File: src/rtl/asi_pkg.sv
// ---------------------------------------------------------------------------
// asi_pkg
//   Shared definitions for the ASI master-side Manchester path. Both
//   man_encoding and man_decoding use this package.
//   Contents:
//     - frame geometry: ASI_NUM_BITS, ASI_HALF_BIT_CLKS
//     - fixed start/end bit values (ASI_ST, ASI_EB)
//     - bit positions of each field in the 14-bit master request
//     - transmitter state encoding
//     - even-parity and frame-builder helper functions
// ---------------------------------------------------------------------------
package asi_pkg;

    localparam int ASI_NUM_BITS      = 14;
    localparam int ASI_HALF_BIT_CLKS = 36;

    localparam logic ASI_ST = 1'b0;
    localparam logic ASI_EB = 1'b1;

    // Field positions; frame[13] is sent first on the line.
    localparam int POS_ST    = 13;
    localparam int POS_CB    = 12;
    localparam int POS_A_LSB = 7;
    localparam int POS_I_LSB = 2;
    localparam int POS_PB    = 1;
    localparam int POS_EB    = 0;

    typedef enum logic [1:0] {
        ST_IDLE = 2'd0,
        ST_SEND = 2'd1,
        ST_GAP  = 2'd2
    } tx_state_e;

    // Even parity over CB, A4..A0 and I4..I0.
    function automatic logic asi_parity(input logic cb,
                                        input logic [4:0] addr,
                                        input logic [4:0] info);
        return cb ^ (^addr) ^ (^info);
    endfunction

    function automatic logic [ASI_NUM_BITS-1:0] asi_build_frame(input logic cb,
                                                                input logic [4:0] addr,
                                                                input logic [4:0] info);
        logic [ASI_NUM_BITS-1:0] f;
        f                   = '0;
        f[POS_ST]           = ASI_ST;
        f[POS_CB]           = cb;
        f[POS_A_LSB +: 5]   = addr;
        f[POS_I_LSB +: 5]   = info;
        f[POS_PB]           = asi_parity(cb, addr, info);
        f[POS_EB]           = ASI_EB;
        return f;
    endfunction

endpackage

File: src/rtl/man_encoding_tick_gen.sv
// ---------------------------------------------------------------------------
// man_tick_gen
//   Half-bit timebase. Counts 0..MAX_CNT-1 while enabled and emits a
//   single-cycle terminal pulse on the last count, then wraps to 0.
//   Ports:
//     clk_in  system clock
//     rst     asynchronous active-high reset
//     clr     synchronous clear (wins over en)
//     en      count enable
//     tick    terminal-count pulse (combinational from count and en)
// ---------------------------------------------------------------------------
module man_tick_gen #(
    parameter int MAX_CNT = 36
) (
    input  logic clk_in,
    input  logic rst,
    input  logic clr,
    input  logic en,
    output logic tick
);

    localparam int              CNT_W    = (MAX_CNT > 1) ? $clog2(MAX_CNT) : 1;
    localparam logic [CNT_W-1:0] CNT_LAST = CNT_W'(MAX_CNT - 1);

    logic [CNT_W-1:0] cnt_q, cnt_d;

    always_comb begin
        cnt_d = cnt_q;
        tick  = 1'b0;
        if (clr) begin
            cnt_d = '0;
        end else if (en) begin
            if (cnt_q == CNT_LAST) begin
                cnt_d = '0;
                tick  = 1'b1;
            end else begin
                cnt_d = cnt_q + CNT_W'(1);
            end
        end
    end

    always_ff @(posedge clk_in or posedge rst) begin
        if (rst) cnt_q <= '0;
        else     cnt_q <= cnt_d;
    end

endmodule

File: src/rtl/man_encoding.sv
// ---------------------------------------------------------------------------
// man_encoding
//   ASI master-request Manchester transmitter. On start (sampled in IDLE)
//   the 14-bit frame ST,CB,A4..A0,I4..I0,PB,EB is latched and sent MSB
//   first, each bit as two halves (~b then b), each half HALF_BIT_CLKS
//   clocks long. A GAP_CLKS idle gap follows, ending in a one-cycle done.
//   Ports:
//     clk_in      system clock
//     rst         asynchronous active-high reset
//     start       frame request (ignored unless idle)
//     cb          control bit
//     addr[4:0]   slave address
//     info[4:0]   information bits
//     manchester  registered serial line
//     tx_en       registered line-driver enable
//     busy        high whenever not idle
//     done        registered one-cycle pulse at end of gap
//     frame       latched frame for readback
// ---------------------------------------------------------------------------
module man_encoding
    import asi_pkg::*;
#(
    parameter int   HALF_BIT_CLKS = ASI_HALF_BIT_CLKS,
    parameter int   NUM_BITS      = ASI_NUM_BITS,
    parameter int   GAP_CLKS      = 216,
    parameter logic IDLE_LEVEL    = 1'b0
) (
    input  logic                clk_in,
    input  logic                rst,
    input  logic                start,
    input  logic                cb,
    input  logic [4:0]          addr,
    input  logic [4:0]          info,
    output logic                manchester,
    output logic                tx_en,
    output logic                busy,
    output logic                done,
    output logic [NUM_BITS-1:0] frame
);

    localparam int                HIDX_W    = $clog2(2 * NUM_BITS);
    localparam logic [HIDX_W-1:0] HALF_LAST = HIDX_W'(2 * NUM_BITS - 1);
    localparam int                GAP_W     = $clog2(GAP_CLKS);
    localparam logic [GAP_W-1:0]  GAP_LAST  = GAP_W'(GAP_CLKS - 1);

    tx_state_e             state_q, state_d;
    logic [NUM_BITS-1:0]   frame_q, frame_d;
    logic [NUM_BITS-1:0]   shift_q, shift_d;
    logic [HIDX_W-1:0]     half_idx_q, half_idx_d;
    logic [GAP_W-1:0]      gap_cnt_q, gap_cnt_d;
    logic                  man_q, man_d;
    logic                  tx_en_q, tx_en_d;
    logic                  done_q, done_d;

    logic [NUM_BITS-1:0]   new_frame;
    logic                  half_tick;

    assign new_frame = asi_build_frame(cb, addr, info);

    man_tick_gen #(
        .MAX_CNT (HALF_BIT_CLKS)
    ) u_tick (
        .clk_in (clk_in),
        .rst    (rst),
        .clr    (state_q != ST_SEND),
        .en     (state_q == ST_SEND),
        .tick   (half_tick)
    );

    always_comb begin
        state_d    = state_q;
        frame_d    = frame_q;
        shift_d    = shift_q;
        half_idx_d = half_idx_q;
        gap_cnt_d  = gap_cnt_q;
        man_d      = IDLE_LEVEL;
        tx_en_d    = 1'b0;
        done_d     = 1'b0;

        unique case (state_q)
            ST_IDLE: begin
                if (start) begin
                    frame_d    = new_frame;
                    shift_d    = new_frame;
                    half_idx_d = '0;
                    state_d    = ST_SEND;
                    man_d      = ~new_frame[NUM_BITS-1];
                    tx_en_d    = 1'b1;
                end
            end
            ST_SEND: begin
                man_d   = man_q;
                tx_en_d = 1'b1;
                if (half_tick) begin
                    if (half_idx_q == HALF_LAST) begin
                        state_d   = ST_GAP;
                        gap_cnt_d = '0;
                        man_d     = IDLE_LEVEL;
                        tx_en_d   = 1'b0;
                    end else begin
                        half_idx_d = half_idx_q + HIDX_W'(1);
                        if (!half_idx_q[0]) begin
                            // Entering the second half: the true bit value.
                            man_d = shift_q[NUM_BITS-1];
                        end else begin
                            // Bit finished: move to the next bit's inverted first half.
                            shift_d = shift_q << 1;
                            man_d   = ~shift_q[NUM_BITS-2];
                        end
                    end
                end
            end
            ST_GAP: begin
                if (gap_cnt_q == GAP_LAST) begin
                    done_d    = 1'b1;
                    state_d   = ST_IDLE;
                    gap_cnt_d = '0;
                end else begin
                    gap_cnt_d = gap_cnt_q + GAP_W'(1);
                end
            end
            default: state_d = ST_IDLE;
        endcase
    end

    always_ff @(posedge clk_in or posedge rst) begin
        if (rst) begin
            state_q    <= ST_IDLE;
            frame_q    <= '0;
            shift_q    <= '0;
            half_idx_q <= '0;
            gap_cnt_q  <= '0;
            man_q      <= IDLE_LEVEL;
            tx_en_q    <= 1'b0;
            done_q     <= 1'b0;
        end else begin
            state_q    <= state_d;
            frame_q    <= frame_d;
            shift_q    <= shift_d;
            half_idx_q <= half_idx_d;
            gap_cnt_q  <= gap_cnt_d;
            man_q      <= man_d;
            tx_en_q    <= tx_en_d;
            done_q     <= done_d;
        end
    end

    assign manchester = man_q;
    assign tx_en      = tx_en_q;
    assign done       = done_q;
    assign busy       = (state_q != ST_IDLE);
    assign frame      = frame_q;

endmodule
File: config.mk
export PLATFORM = sky130hd
export DESIGN_NAME = man_encoding
export DESIGN_NICKNAME = d
export VERILOG_FILES = /design/src/rtl/asi_pkg.sv /design/src/rtl/man_encoding_tick_gen.sv /design/src/rtl/man_encoding.sv
export SDC_FILE = /design/constraint.sdc
export NUM_CORES = 1
export LEC_CHECK = 0
export BUFFER_PORTS_ARGS = -buffer_cell sky130_fd_sc_hd__buf_2
export CORE_MARGIN = 10
export CORE_UTILIZATION = 52
export CTS_CLUSTER_SIZE = 8
export DETAILED_ROUTE_END_ITERATION = 12
export PLACE_DENSITY = 0.76
export SYNTH_ARGS = -nofsm -noshare
export SYNTH_HDL_FRONTEND = slang
export SYNTH_HIERARCHICAL = 1
export SYNTH_SLANG_ARGS = --single-unit
File: constraint.sdc
create_clock -name clk_in -period 2.18 [get_ports clk_in]
set_clock_uncertainty 0.15 [all_clocks]
set_input_delay 0.327 -clock clk_in [delete_from_list [all_inputs] [get_ports clk_in]]
set_output_delay 0.327 -clock clk_in [all_outputs]
set_load 0.01 [all_outputs]
After elaboration in Yosys (flattened, before gate mapping) --
Cells that the tools add are included.
Storage, ports and cells: register bits 51, latch bits 0, RAM bits 0, bits in read-only memories 0, output and inout port bits 18, memories kept 0
Operators by class: add/sub/neg operators 3, multiply operators 0, divide/modulo/power cells 0, $lt $le $gt $ge 0, equal/unequal tests 12, shift-type cells 0, muxes and demuxes 34, bitwise operators 3, reduce and logical (&&, ||, !) cells 12
Operators by type and width (count):
- $mux W14 | 4
- $pmux W14 S2 | 1
- $mux W8 | 3
- $mux W6 | 3
- $pmux W8 S2 | 1
- $mux W5 | 3
- $ne A2 B2 Y1 const B | 6
- $mux W1 | 11
- $pmux W5 S2 | 1
- $reduce_xor A5 Y1 | 2
- $add A8 B1 Y8 const B | 1
- $eq A8 B8 Y1 const B | 1
- $mux W2 | 4
- $reduce_and A4 Y1 | 2
- $reduce_bool A2 Y1 | 4
- $add A6 B1 Y6 const B | 1
- $eq A6 B6 Y1 const B | 1
- $pmux W2 S3 | 1
- $add A5 B1 Y5 const B | 1
- $eq A5 B5 Y1 const B | 1
- $reduce_and A5 Y1 | 1
- $pmux W1 S2 | 2
- $reduce_and A3 Y1 | 1
- $eq A2 B1 Y1 const B | 1
- 6 further kinds | 7

Logic depth before layout (Yosys ltp) --
depth after elaboration 6, gate-level depth with buffers 13, mapped depth without buffers 9

Modules after synthesis --
Netlist, hierarchy kept.
By module, submodules not included:
- man_encoding | times used 1, cells an instance 215, area each 2223.4 µm²
- man_tick_gen | times used 1, cells an instance 35, area each 360.3 µm²

Least setup slack after synthesis --
Ideal clock, no wire load.
path type register -> register, from reg state_q[0], to reg half_idx_q[4], library setup time 0.119 ns, arrival time 2.093 ns, data required time 1.911 ns, path slack -0.182 ns, stages on the path, launching flop included 14, path buffers 5, clock period less this slack 2.362 ns, cell sequence dfrtp_1 -> buf_6 -> nor2b_1 -> buf_4 -> buf_2 -> buf_4 -> nand3_1 -> nor2_1 -> clkbuf_2 -> mux2i_1 -> nor2_1 -> and4_1 -> xnor2_1 -> nor2_1
On the way: word-level cells in the longest chain between the ends 5, elaborated cells on any way between the ends 11, those cells by class 5 x eq/ne; 3 x mux; 3 x reduce/logical
RTL lines:
- from (decl) | RTL line man_encoding.sv:46 | tx_state_e state_q, state_d;
- from (signal assigned) | RTL line man_encoding.sv:137 | state_q <= state_d;
- $eq A2 B1 Y1 | RTL line man_encoding.sv:66 | .en (state_q == ST_SEND),
- $mux W1 | RTL line man_encoding_tick_gen.sv:32 | end else if (en) begin
- $mux W1 * | RTL line man_encoding_tick_gen.sv:30 | if (clr) begin
- net half_tick | RTL line man_encoding.sv:56 | logic half_tick;
- $ne A2 B2 Y1 (no line) *
- $reduce_and A4 Y1 (no line) *
- to (signal assigned) | RTL line man_encoding.sv:140 | half_idx_q <= half_idx_d;
- to (decl) | RTL line man_encoding.sv:49 | logic [HIDX_W-1:0] half_idx_q, half_idx_d;
The timed path passes the listed nets; every way through them passes the cells marked *. A chain may end at the register's enable or synchronous reset.

Worst setup path in the final report --
from reg u_tick.cnt_q[0], to reg half_idx_q[0]
On the way: word-level cells in the longest chain between the ends 6
RTL lines:
- from (decl) | RTL line man_encoding_tick_gen.sv:25 | logic [CNT_W-1:0] cnt_q, cnt_d;
- from (signal assigned) | RTL line man_encoding_tick_gen.sv:44 | else cnt_q <= cnt_d;
- $eq A6 B6 Y1 | RTL line man_encoding_tick_gen.sv:33 | if (cnt_q == CNT_LAST) begin
- $mux W1 | RTL line man_encoding_tick_gen.sv:33
- $mux W1 | RTL line man_encoding_tick_gen.sv:32
- $mux W1 | RTL line man_encoding_tick_gen.sv:30
- net half_tick | RTL line man_encoding.sv:56
- $ne A2 B2 Y1 (no line)
- $reduce_and A4 Y1 (no line)
The timed path passes the listed nets, and every way through them passes these cells.

==> flow_metrics.py <==
metrics = {
    "outcome": {
        "run_status": "complete, no violations",
    },
    "synthesis": {
        "synth.distinct_cells": 51,
        "ys_async_sr_fraction_pct": 100,
        "synth_area_per_cell_um2": 10.3,
        "synth-seq-area-share_pct": 49.4,
        "synthCells": 250,
        "ys_warn_count": 6,
        "mappedNetlistNets": 267,
        "dominantRegCellSynth": "sky130_fd_sc_hd__dfrtp_1",
        "post_synth_edffs": 0,
        "netlist_area_mm2": 0.00258,
        "synth.ff_latch_count": 51,
    },
    "route": {
        "vias": 1898,
        "post_drt_via_cell_ratio": 5.36,
        "firstDrtPassIters": 4,
        "post-route-drc-count": 0,
        "number_of_nets_with_antenna_violations_after_routing": 0,
        "routedWlPerCell_um": 14.0,
        "detail_route.wirelength_um": 4970,
        "detail_route.iter0.violations": 124,
    },
    "floorplan": {
        "floorplan.die.width_um": 90.5,
        "coreArea_mm2": 0.00475,
        "floorplan.die_area_mm2": 0.00819,
        "std_cell_rows": 25,
        "start_util_pct": 54.3,
        "io_pins": 32,
        "overall_die_height_um": 90.5,
    },
    "pwr": {
        "power.ir.vdd_worst_v": 0.000622,
        "power.total_uw": 2700,
        "power_density_over_the_cells_mw_per_mm2": 927,
        "static-leakage-power_uw": 0.00133,
    },
    "finish": {
        "antenna-diode-count": 0,
        "ff_latch_area_mm2": 0.00128,
        "final_common_cell": "sky130_fd_sc_hd__dfrtp_1",
        "multi_input_comb_area_mm2": 0.00118,
        "filler_cell_count": 422,
        "layout.core_utilization_pct": 61.3,
        "share_of_layout_cells_above_drive_strength_1_pct": 27.2,
        "layout_nets": 304,
        "areaGrowthSynthToFinish_pct": 12.8,
        "layout_common_cells": "51 x sky130_fd_sc_hd__dfrtp_1, 40 x sky130_fd_sc_hd__nand2_1, 30 x sky130_fd_sc_hd__buf_2",
        "stdcell_area_mm2": 0.00292,
    },
    "clocking": {
        "post-cts-setup-buffers": 0,
        "clock_tree.htree_level_count": 2,
        "cts_sinks": 51,
        "numCtsBuffers": 5,
        "ctsLongestPathBuffers": 2,
        "clk_pin_slew_worst_paths_ps": 90,
        "worst_skew_pair.late_latency_ps": 300,
        "clock_tree.root_cell": "sky130_fd_sc_hd__clkbuf_8",
        "tritoncts": "built",
    },
    "placed_design": {
        "half_perimeter_wire_length_after_placement_um": 3550,
        "io_buffer_count": 30,
        "postPlaceCellArea_mm2": 0.00280,
        "globalplace.congestion": 0.872,
    },
    "worst_setup_path": {
        "timing.critical_path.required_ps": 2230,
        "worst-setup-path-type": "reg2reg",
        "startpoint_type": "register",
        "worst-path-max-fanout": 6,
        "worstSetupEndpointType": "register",
        "worst_ep_arrival_time_ps": 2100,
    },
    "sta": {
        "tns_ps": 0,
        "max-slew-margin-rel_pct": 63.0,
        "timing.final.crit_share_pct": 94.2,
        "tightest_slew_ps": 556,
        "timing.fmax_ghz": 0.487,
        "finalSetupViolCount": 0,
        "maxSlewViolCount": 0,
        "finalHoldViolations": 0,
        "timing.final.crit_period_ps": 2050,
    },
    "grt": {
        "gr-total-overflow": 0,
        "vias_in_the_first_global_route": 1930,
        "grt_start_max_net_pins": 46,
        "grt_pass1_wl_um": 8700,
        "gr-usage-all-layers_pct": 12.5,
        "grt_antenna_before_repair": 0,
    },
    "flow_run": {
        "timing.max_cap.violations": 0,
    },
    "min_path": {
        "min_path_type": "in2reg",
    },
}
## registers in the layout, indices dropped and copies added, names as in the netlist
signal        cells
u_tick/cnt_q      6
gap_cnt_q         8
half_idx_q        5
done              1
frame            13
shift_q          14
tx_en             1
manchester        1
state_q           2
## per-stage QoR
step	cells	setup WS, ps	hold WS (ps)
2_1_floorplan	250	-6.83	-32.0
3_3_place_gp	346	181	112
3_5_place_dp	346	130	114
4_1_cts	354	107	142
5_1_grt	354	-28.7	145
6_report	354	127	147
## final timing paths
kind | slack, ps | endpoint | cells after the start | from
setup / recovery | 130 | half_idx_q[0] | 8 | u_tick/cnt_q[0]
setup reg to reg | 130 | half_idx_q[0] | 8 | u_tick/cnt_q[0]
max in group asynchronous | 950 | shift_q[0] | 4 | rst
min in group asynchronous | 340 | u_tick/cnt_q[0] | 3 | rst
hold / removal | 150 | frame[6] | 2 | info[4]
hold reg to reg | 320 | frame[0] | 1 | frame[0]
## power breakdown
part	switching (µW)	total [µW]	internal [µW]
clock	308	528	220
combinational	393	796	403
sequential	166	1380	1210
## critical path, stage by stage (launching register included)
cell	delay [ps]
sky130_fd_sc_hd__dfrtp_1	360
sky130_fd_sc_hd__ha_2	200
sky130_fd_sc_hd__nor4b_4	210
sky130_fd_sc_hd__nand3_1	120
sky130_fd_sc_hd__nor2_2	170
sky130_fd_sc_hd__buf_4	170
sky130_fd_sc_hd__nand2_1	60
sky130_fd_sc_hd__mux2_2	260
sky130_fd_sc_hd__a22o_1	220
## layer usage
layer	part of all wire, %	track usage (%)
met1	48	15.2
met2	45	20.0
met3	5.9	4.49
met4	1.2	3.98
met5	0	0
## cells by family (layout without fill, tap and decap cells)
logic type	Yosys count	in the layout	synth area share [%]
compound gates	50	50	14.0
xor+xnor	15	15	5.62
fa+ha+maj	3	3	1.45
buf+inv	23	60	6.15
flops	51	51	49.4
mux	15	15	6.44
other cells	1	1	0.145
simple gates	92	92	16.8
## cells in the mapped netlist, types with 2 or more instances
cell,n,share of area (%)
sky130_fd_sc_hd__o21ai_0,15,2.9
sky130_fd_sc_hd__mux2_2,13,5.7
sky130_fd_sc_hd__nand4_1,3,0.73
sky130_fd_sc_hd__buf_4,4,1.2
sky130_fd_sc_hd__nor2_1,24,3.5
sky130_fd_sc_hd__nand3_1,9,1.7
sky130_fd_sc_hd__nand2_1,40,5.8
sky130_fd_sc_hd__inv_1,9,1.3
sky130_fd_sc_hd__xnor2_1,9,3.1
sky130_fd_sc_hd__mux2i_1,2,0.77
sky130_fd_sc_hd__dfrtp_1,51,49
sky130_fd_sc_hd__a22o_1,2,0.68
sky130_fd_sc_hd__ha_1,3,1.5
sky130_fd_sc_hd__a21oi_1,4,0.77
sky130_fd_sc_hd__buf_6,6,2.6
sky130_fd_sc_hd__a211o_1,2,0.68
sky130_fd_sc_hd__nand4b_1,2,0.68
sky130_fd_sc_hd__nor2b_1,2,0.48
sky130_fd_sc_hd__a21o_1,2,0.58
sky130_fd_sc_hd__xor2_1,5,1.7
sky130_fd_sc_hd__a31oi_1,13,3.1
## layout make-up
cell class	count	share of cell area [%]
sequential	51	43.8
multi-input combinational	176	40.6
tap	67	2.88
timing repair buffer	43	8.58
inverter	10	1.37
clock buffer	5	2.36
clock inverter	2	0.472
## repair_timing
| item | in CTS | in global routing |
|---|---|---|
| setup endpoints to repair | 0 | 18 |
| hold buffers | 1 | 0 |
| hold endpoints to repair | 6 | 0 |
| gates resized for setup | 0 | 5 |
Note: power is estimated with default switching activity, not from simulation.
